## config.mk

```make
export PLATFORM = sky130hd
export DESIGN_NAME = load_responder
export DESIGN_NICKNAME = d
export VERILOG_FILES = /design/src/rtl/load_resp_pkg.sv /design/src/rtl/resp_fifo.sv /design/src/rtl/load_responder.sv
export SDC_FILE = /design/constraint.sdc
export NUM_CORES = 1
export LEC_CHECK = 0
export ABC_AREA = 1
export BUFFER_PORTS_ARGS = -buffer_cell sky130_fd_sc_hd__clkbuf_2
export CORE_ASPECT_RATIO = 1.25
export CORE_UTILIZATION = 40
export DETAILED_ROUTE_END_ITERATION = 10
export PLACE_DENSITY = 0.65
export SLEW_MARGIN = 20
export SYNTH_ARGS = -nofsm -noshare
export SYNTH_HDL_FRONTEND = slang
export SYNTH_SLANG_ARGS = --single-unit
export TNS_END_PERCENT = 100
```

## constraint.sdc

```tcl
create_clock -name clk -period 2.5 [get_ports clk]
set_input_delay 0.375 -clock clk [delete_from_list [all_inputs] [get_ports clk]]
set_output_delay 0.375 -clock clk [all_outputs]
set_load 0.1 [all_outputs]
```

## src/rtl/load_resp_pkg.sv

```systemverilog
// rtl/load_resp_pkg.sv - shared state encoding, default sizes and count-width helper for load_responder
package load_resp_pkg;

    typedef enum logic [1:0] {
        IDLE   = 2'b00,
        ACTIVE = 2'b01,
        ERR    = 2'b10
    } state_t;

    localparam int DEF_DW    = 8;
    localparam int DEF_AW    = 16;
    localparam int DEF_DEPTH = 4;

    // Occupancy must represent 0..DEPTH inclusive, hence one bit above the pointer width.
    function automatic int cnt_width(input int depth);
        return $clog2(depth) + 1;
    endfunction

endpackage

```

## src/rtl/resp_fifo.sv

```systemverilog
// rtl/resp_fifo.sv - DEPTH x DW circular sample buffer with occupancy count
// Ports:
//   clk, rst            clock, synchronous active-high reset
//   flush               clears pointers and count on the next edge
//   push, wdata         write request and sample (dropped when full)
//   pop                 read request (ignored when empty)
//   rdata               current head sample
//   count, full, empty  occupancy status
module resp_fifo #(
    parameter int DW    = 8,
    parameter int DEPTH = 4,
    parameter int CW    = 3
) (
    input  logic          clk,
    input  logic          rst,
    input  logic          flush,
    input  logic          push,
    input  logic [DW-1:0] wdata,
    input  logic          pop,
    output logic [DW-1:0] rdata,
    output logic [CW-1:0] count,
    output logic          full,
    output logic          empty
);

    localparam int PW = $clog2(DEPTH);

    logic [DW-1:0] mem [DEPTH];
    logic [PW-1:0] wptr;
    logic [PW-1:0] rptr;
    logic [CW-1:0] cnt;
    logic          push_ok;
    logic          pop_ok;

    // Full blocks a push even when a pop frees a slot in the same cycle.
    assign push_ok = push & ~full;
    assign pop_ok  = pop & ~empty;

    always_ff @(posedge clk) begin
        if (rst || flush) begin
            wptr <= '0;
            rptr <= '0;
            cnt  <= '0;
        end else begin
            // DEPTH is a power of two, so pointer overflow is the modulo wrap.
            if (push_ok) wptr <= wptr + 1'b1;
            if (pop_ok)  rptr <= rptr + 1'b1;
            case ({push_ok, pop_ok})
                2'b10:   cnt <= cnt + 1'b1;
                2'b01:   cnt <= cnt - 1'b1;
                default: cnt <= cnt;
            endcase
        end
    end

    always_ff @(posedge clk) begin
        if (push_ok) mem[wptr] <= wdata;
    end

    assign rdata = mem[rptr];
    assign count = cnt;
    assign full  = (cnt == CW'(DEPTH));
    assign empty = (cnt == '0);

endmodule

```

## src/rtl/load_responder.sv

```systemverilog
// rtl/load_responder.sv - datapath responder: sample FIFO, load-driven accumulator, error/overflow flags
// Optional feature macro: LOAD_RESPONDER_SATURATE_EN (accumulator clamps instead of wrapping).
// Ports:
//   clk, rst                   clock, synchronous active-high reset
//   flush                      clears FIFO, accumulator, flags; returns to IDLE
//   load                       pop head and accumulate it
//   controller_inuse           controller busy; enables ACTIVE
//   in_valid, in_data, in_ready  upstream sample handshake
//   ready                      head sample available for load
//   error, ov_flag             sticky protocol-error and overflow flags
//   acc_out                    running sum
//   count                      FIFO occupancy
module load_responder
    import load_resp_pkg::*;
#(
    parameter int DW    = DEF_DW,
    parameter int AW    = DEF_AW,
    parameter int DEPTH = DEF_DEPTH
) (
    input  logic                          clk,
    input  logic                          rst,
    input  logic                          flush,
    input  logic                          load,
    input  logic                          controller_inuse,
    input  logic                          in_valid,
    input  logic [DW-1:0]                 in_data,
    output logic                          in_ready,
    output logic                          ready,
    output logic                          error,
    output logic                          ov_flag,
    output logic [AW-1:0]                 acc_out,
    output logic [cnt_width(DEPTH)-1:0]   count
);

    localparam int CW = cnt_width(DEPTH);

    state_t        state;
    state_t        state_next;
    logic [DW-1:0] head;
    logic          fifo_full;
    logic          fifo_empty;
    logic          pop;
    logic [AW:0]   sum;
    logic          carry;
    logic [AW-1:0] acc_next;

    resp_fifo #(.DW(DW), .DEPTH(DEPTH), .CW(CW)) u_fifo (
        .clk   (clk),
        .rst   (rst),
        .flush (flush),
        .push  (in_valid & in_ready),
        .wdata (in_data),
        .pop   (pop),
        .rdata (head),
        .count (count),
        .full  (fifo_full),
        .empty (fifo_empty)
    );

    // State register
    always_ff @(posedge clk) begin
        if (rst || flush) state <= IDLE;
        else              state <= state_next;
    end

    // Next-state logic; a load on an empty FIFO outranks the controller going idle.
    always_comb begin
        state_next = state;
        case (state)
            IDLE:    if (controller_inuse) state_next = ACTIVE;
            ACTIVE: begin
                if (load && fifo_empty)     state_next = ERR;
                else if (!controller_inuse) state_next = IDLE;
            end
            ERR:     state_next = ERR;
            default: state_next = IDLE;
        endcase
    end

    // Output decode; in_ready depends on occupancy only so load never feeds back upstream.
    always_comb begin
        ready    = (state == ACTIVE) && !fifo_empty;
        in_ready = !fifo_full;
    end

    // Loads are honoured only while a sample is offered; IDLE and ERR drop them silently.
    assign pop   = load & ready;
    assign sum   = {1'b0, acc_out} + {{(AW + 1 - DW){1'b0}}, head};
    assign carry = sum[AW];

`ifdef LOAD_RESPONDER_SATURATE_EN
    // Once clamped, any non-zero addend carries again, so the value holds at all-ones.
    assign acc_next = carry ? {AW{1'b1}} : sum[AW-1:0];
`else
    assign acc_next = sum[AW-1:0];
`endif

    always_ff @(posedge clk) begin
        if (rst || flush) begin
            acc_out <= '0;
            ov_flag <= 1'b0;
            error   <= 1'b0;
        end else begin
            error <= (state_next == ERR);
            if (pop) begin
                acc_out <= acc_next;
                if (carry) ov_flag <= 1'b1;
            end
        end
    end

endmodule

```

==> flow_metrics.py <==
metrics = {
    "status": {
        "status": "finished, final reports clean",
    },
    "power_and_ir_drop": {
        "power.static_leakage_nw": 1.49,
        "power.density_cell_area_mw_per_mm2": 609,
        "peakVddDrop_mv": 0.379,
        "total_power_of_the_final_layout_mw": 2.13,
    },
    "clock_tree": {
        "post_cts_resize_count": 0,
        "cts-htree-levels": 3,
        "clock_latency_ns": 0.34,
        "cts-buffers-inserted": 9,
        "cts_tree": "done",
        "clk_transition_reported_paths_ns": 0.08,
        "cts_setup_buffers": 0,
        "clkSinkCount": 61,
        "clock_root_buffer_master": "sky130_fd_sc_hd__clkbuf_8",
        "cts-hold-fix-buffers": 0,
        "cts_max_path_buffers": 2,
    },
    "setup_path": {
        "worst-endpoint-arrival_ns": 2.54,
        "timing.critical_path.slowest_stage_cell": "sky130_fd_sc_hd__fa_1",
        "worst_path_bufs_invs": 2,
        "worstPathCellList": "inv_1 > o21ai_0 > o22ai_1 > ha_1 > inv_1 > fa_1 > o21bai_2 > nand2_1 > nand2_2 > nand3_1 > nand2_1 > nor2_1",
        "cp-start-kind": "register",
        "path_delay_family": "adder cells",
        "critical_path_required_ns": 2.73,
        "setup.worst_path.class": "reg -> reg",
        "path_max_fanout": 16,
        "maximum_cell_stage_delay_along_the_critical_path_ns": 0.42,
        "worstSetupEndpointType": "register",
    },
    "synthesis": {
        "synth-warning-count": 0,
        "synth_cells": 334,
        "largest_area_contributor_in_the_netlist": "sky130_fd_sc_hd__edfxtp_1",
        "synth.net_count": 363,
        "yosysUniqueCellTypes": 35,
        "synth_seq_cells": 61,
        "synth_edf_count": 32,
        "synth.top_cells.by_count": "60 x sky130_fd_sc_hd__nand2_1, 45 x sky130_fd_sc_hd__nor2_1, 38 x sky130_fd_sc_hd__inv_1",
        "synth.area.top_cells": "sky130_fd_sc_hd__edfxtp_1 32%, sky130_fd_sc_hd__dfxtp_1 19%, sky130_fd_sc_hd__nand2_1 7.5%, sky130_fd_sc_hd__nor2_1 5.6%, sky130_fd_sc_hd__ha_1 5.4%",
        "synth_seq_area_share": 0.514,
        "syn_area_per_cell_sq_um": 8.99,
        "synth.top_cell.area_share": 0.320,
        "synthesis.area_sq_mm": 0.00300,
        "async_reset_ff_frac": 0,
        "yosys_most_used_dff": "sky130_fd_sc_hd__edfxtp_1",
        "post-synth-top-count-cell": "sky130_fd_sc_hd__nand2_1",
    },
    "die": {
        "design.die.area_sq_mm": 0.00786,
        "effective_utilization_at_floorplan": 0.423,
        "die_height_um": 98.9,
        "die_x_um": 79.5,
        "design.portCount": 37,
        "core_area_sq_mm": 0.00710,
        "cell_row_count": 34,
    },
    "timing": {
        "timing.setup.tns_ns": 0,
        "worst_hold_slack_ns": 0.251,
        "post-route-period-util": 0.924,
        "maxClockFrequency_mhz": 433,
        "fin_max_slew_vios": 0,
        "timing.max_slew.rel_slack": 0.467,
        "final.setup_skew_ns": 0.0108,
        "worstMarginPinSlew_ns": 0.797,
        "rsz_0062_raised_after_global_routing": "no",
        "setup_viol_count_final": 0,
        "hold_viol": 0,
        "layout_min_cycle_time_ns": 2.31,
        "timing.final.ws_setup_ns": 0.190,
    },
    "drt": {
        "drt_first_pass_iters": 5,
        "routed_wirelength_um": 6030,
        "number_of_nets_with_antenna_violations_after_detailed_routing": 0,
        "post_route_drc_violation_count": 0,
        "viasPerCell": 4.88,
        "detailroute.via_count": 2308,
        "first_iter_violations": 71,
        "wire_per_inst_um": 12.8,
    },
    "placement": {
        "pre_cts_slack_ns": 0.225,
        "post_dp_cell_area_sq_mm": 0.00328,
        "io_buffer_count": 36,
        "dp.final_hpwl_um": 4280,
        "gp_congestion": 0.795,
    },
    "final_layout": {
        "area_growth_syn_to_layout_pct": 16.7,
        "design_area_sq_mm": 0.00350,
        "finish.net_count": 407,
        "drive_above_1_share": 0.217,
        "antenna_cells": 0,
    },
    "global_routing": {
        "grt_max_degree": 28,
        "gr-total-overflow": 0,
        "wire_length_of_the_first_global_routing_pass_um": 9760,
        "grt_antenna_before_repair": 0,
        "grt_pass1_vias": 2092,
        "grtUsageTotal": 0.163,
    },
    "min_path": {
        "hold_path.class": "in -> reg",
    },
    "run": {
        "timing.max_cap.violations": 0,
    },
}
-- layout make-up --
type | count | area, sq um
timing repair buffer | 41 | 218
inverter | 42 | 160
clock buffer | 13 | 195
multi-input combinational | 223 | 1250
clock inverter | 3 | 22.5
tap | 90 | 113
fill | 669 | 3600
sequential | 61 | 1550
-- routing by layer --
metal | wire, um | track usage | part of all wire | up-vias
met5 | 0 | 0 | 0 | -
met4 | 85 | 0.0713 | 0.014 | 0
met3 | 202 | 0.0306 | 0.033 | 9
met2 | 2860 | 0.265 | 0.47 | 49
met1 | 2890 | 0.208 | 0.48 | 1047
li1 | - | - | - | 1203
-- cells in the final DEF (no fill, tap or decap), drive strengths merged --
cell      synthesis  routed
a22oi             1       1
nor2             45      45
a211oi            2       2
clkinvlp          0       1
xnor2             3       3
xor2              2       2
nand2            66      66
o21a              3       3
nand3b            2       2
clkinv            0       1
clkbuf            2      49
a32oi             1       1
nand3            22      22
ha               13      13
o22ai             7       7
buf               6       5
inv              42      43
o21ai            25      25
a21oi            24      24
nor3              1       1
edfxtp           32      32
nand4             2       2
o21bai            2       2
fa                2       2
dfxtp            29      29
-- metrics by stage --
step / util / std cells
5_1_grt: 0.493 / 473
6_report: 0.493 / 473
3_5_place_dp: 0.462 / 457
3_3_place_gp: 0.462 / 457
2_1_floorplan: - / 334
4_1_cts: 0.493 / 473
-- logic make-up after synthesis --
group,after synthesis,synth area share
xor+xnor,5,0.0146
compound gates,65,0.127
simple gates,138,0.202
fa+ha+maj,15,0.0675
flops,61,0.514
buf+inv,50,0.0754
-- where the power goes --
part	switching (mW)	leakage, nW	total [mW]	internal (mW)
clock network	0.407	0.110	0.928	0.521
logic	0.0857	0.855	0.126	0.0402
registers	0.00743	0.529	1.08	1.07
-- flip-flops by register name, indices dropped and copies added, names as in the netlist, named ones only --
signal and cells:
acc_out 16, error 1, ov_flag 1, state 2, u_fifo.count 3, u_fifo.mem 32, u_fifo.rptr 2, u_fifo.wptr 2
-- final timing paths --
path	startpoint	depth (start not counted)	slack, ns	endpoint
max	register	12	0.19	acc_out[8]
min	in_data[4]	1	0.25	u_fifo.mem[2][4]
max reg2reg	register	12	0.19	acc_out[8]
min reg2reg	ov_flag	2	0.46	ov_flag
Note: power is estimated with default switching activity, not from simulation.
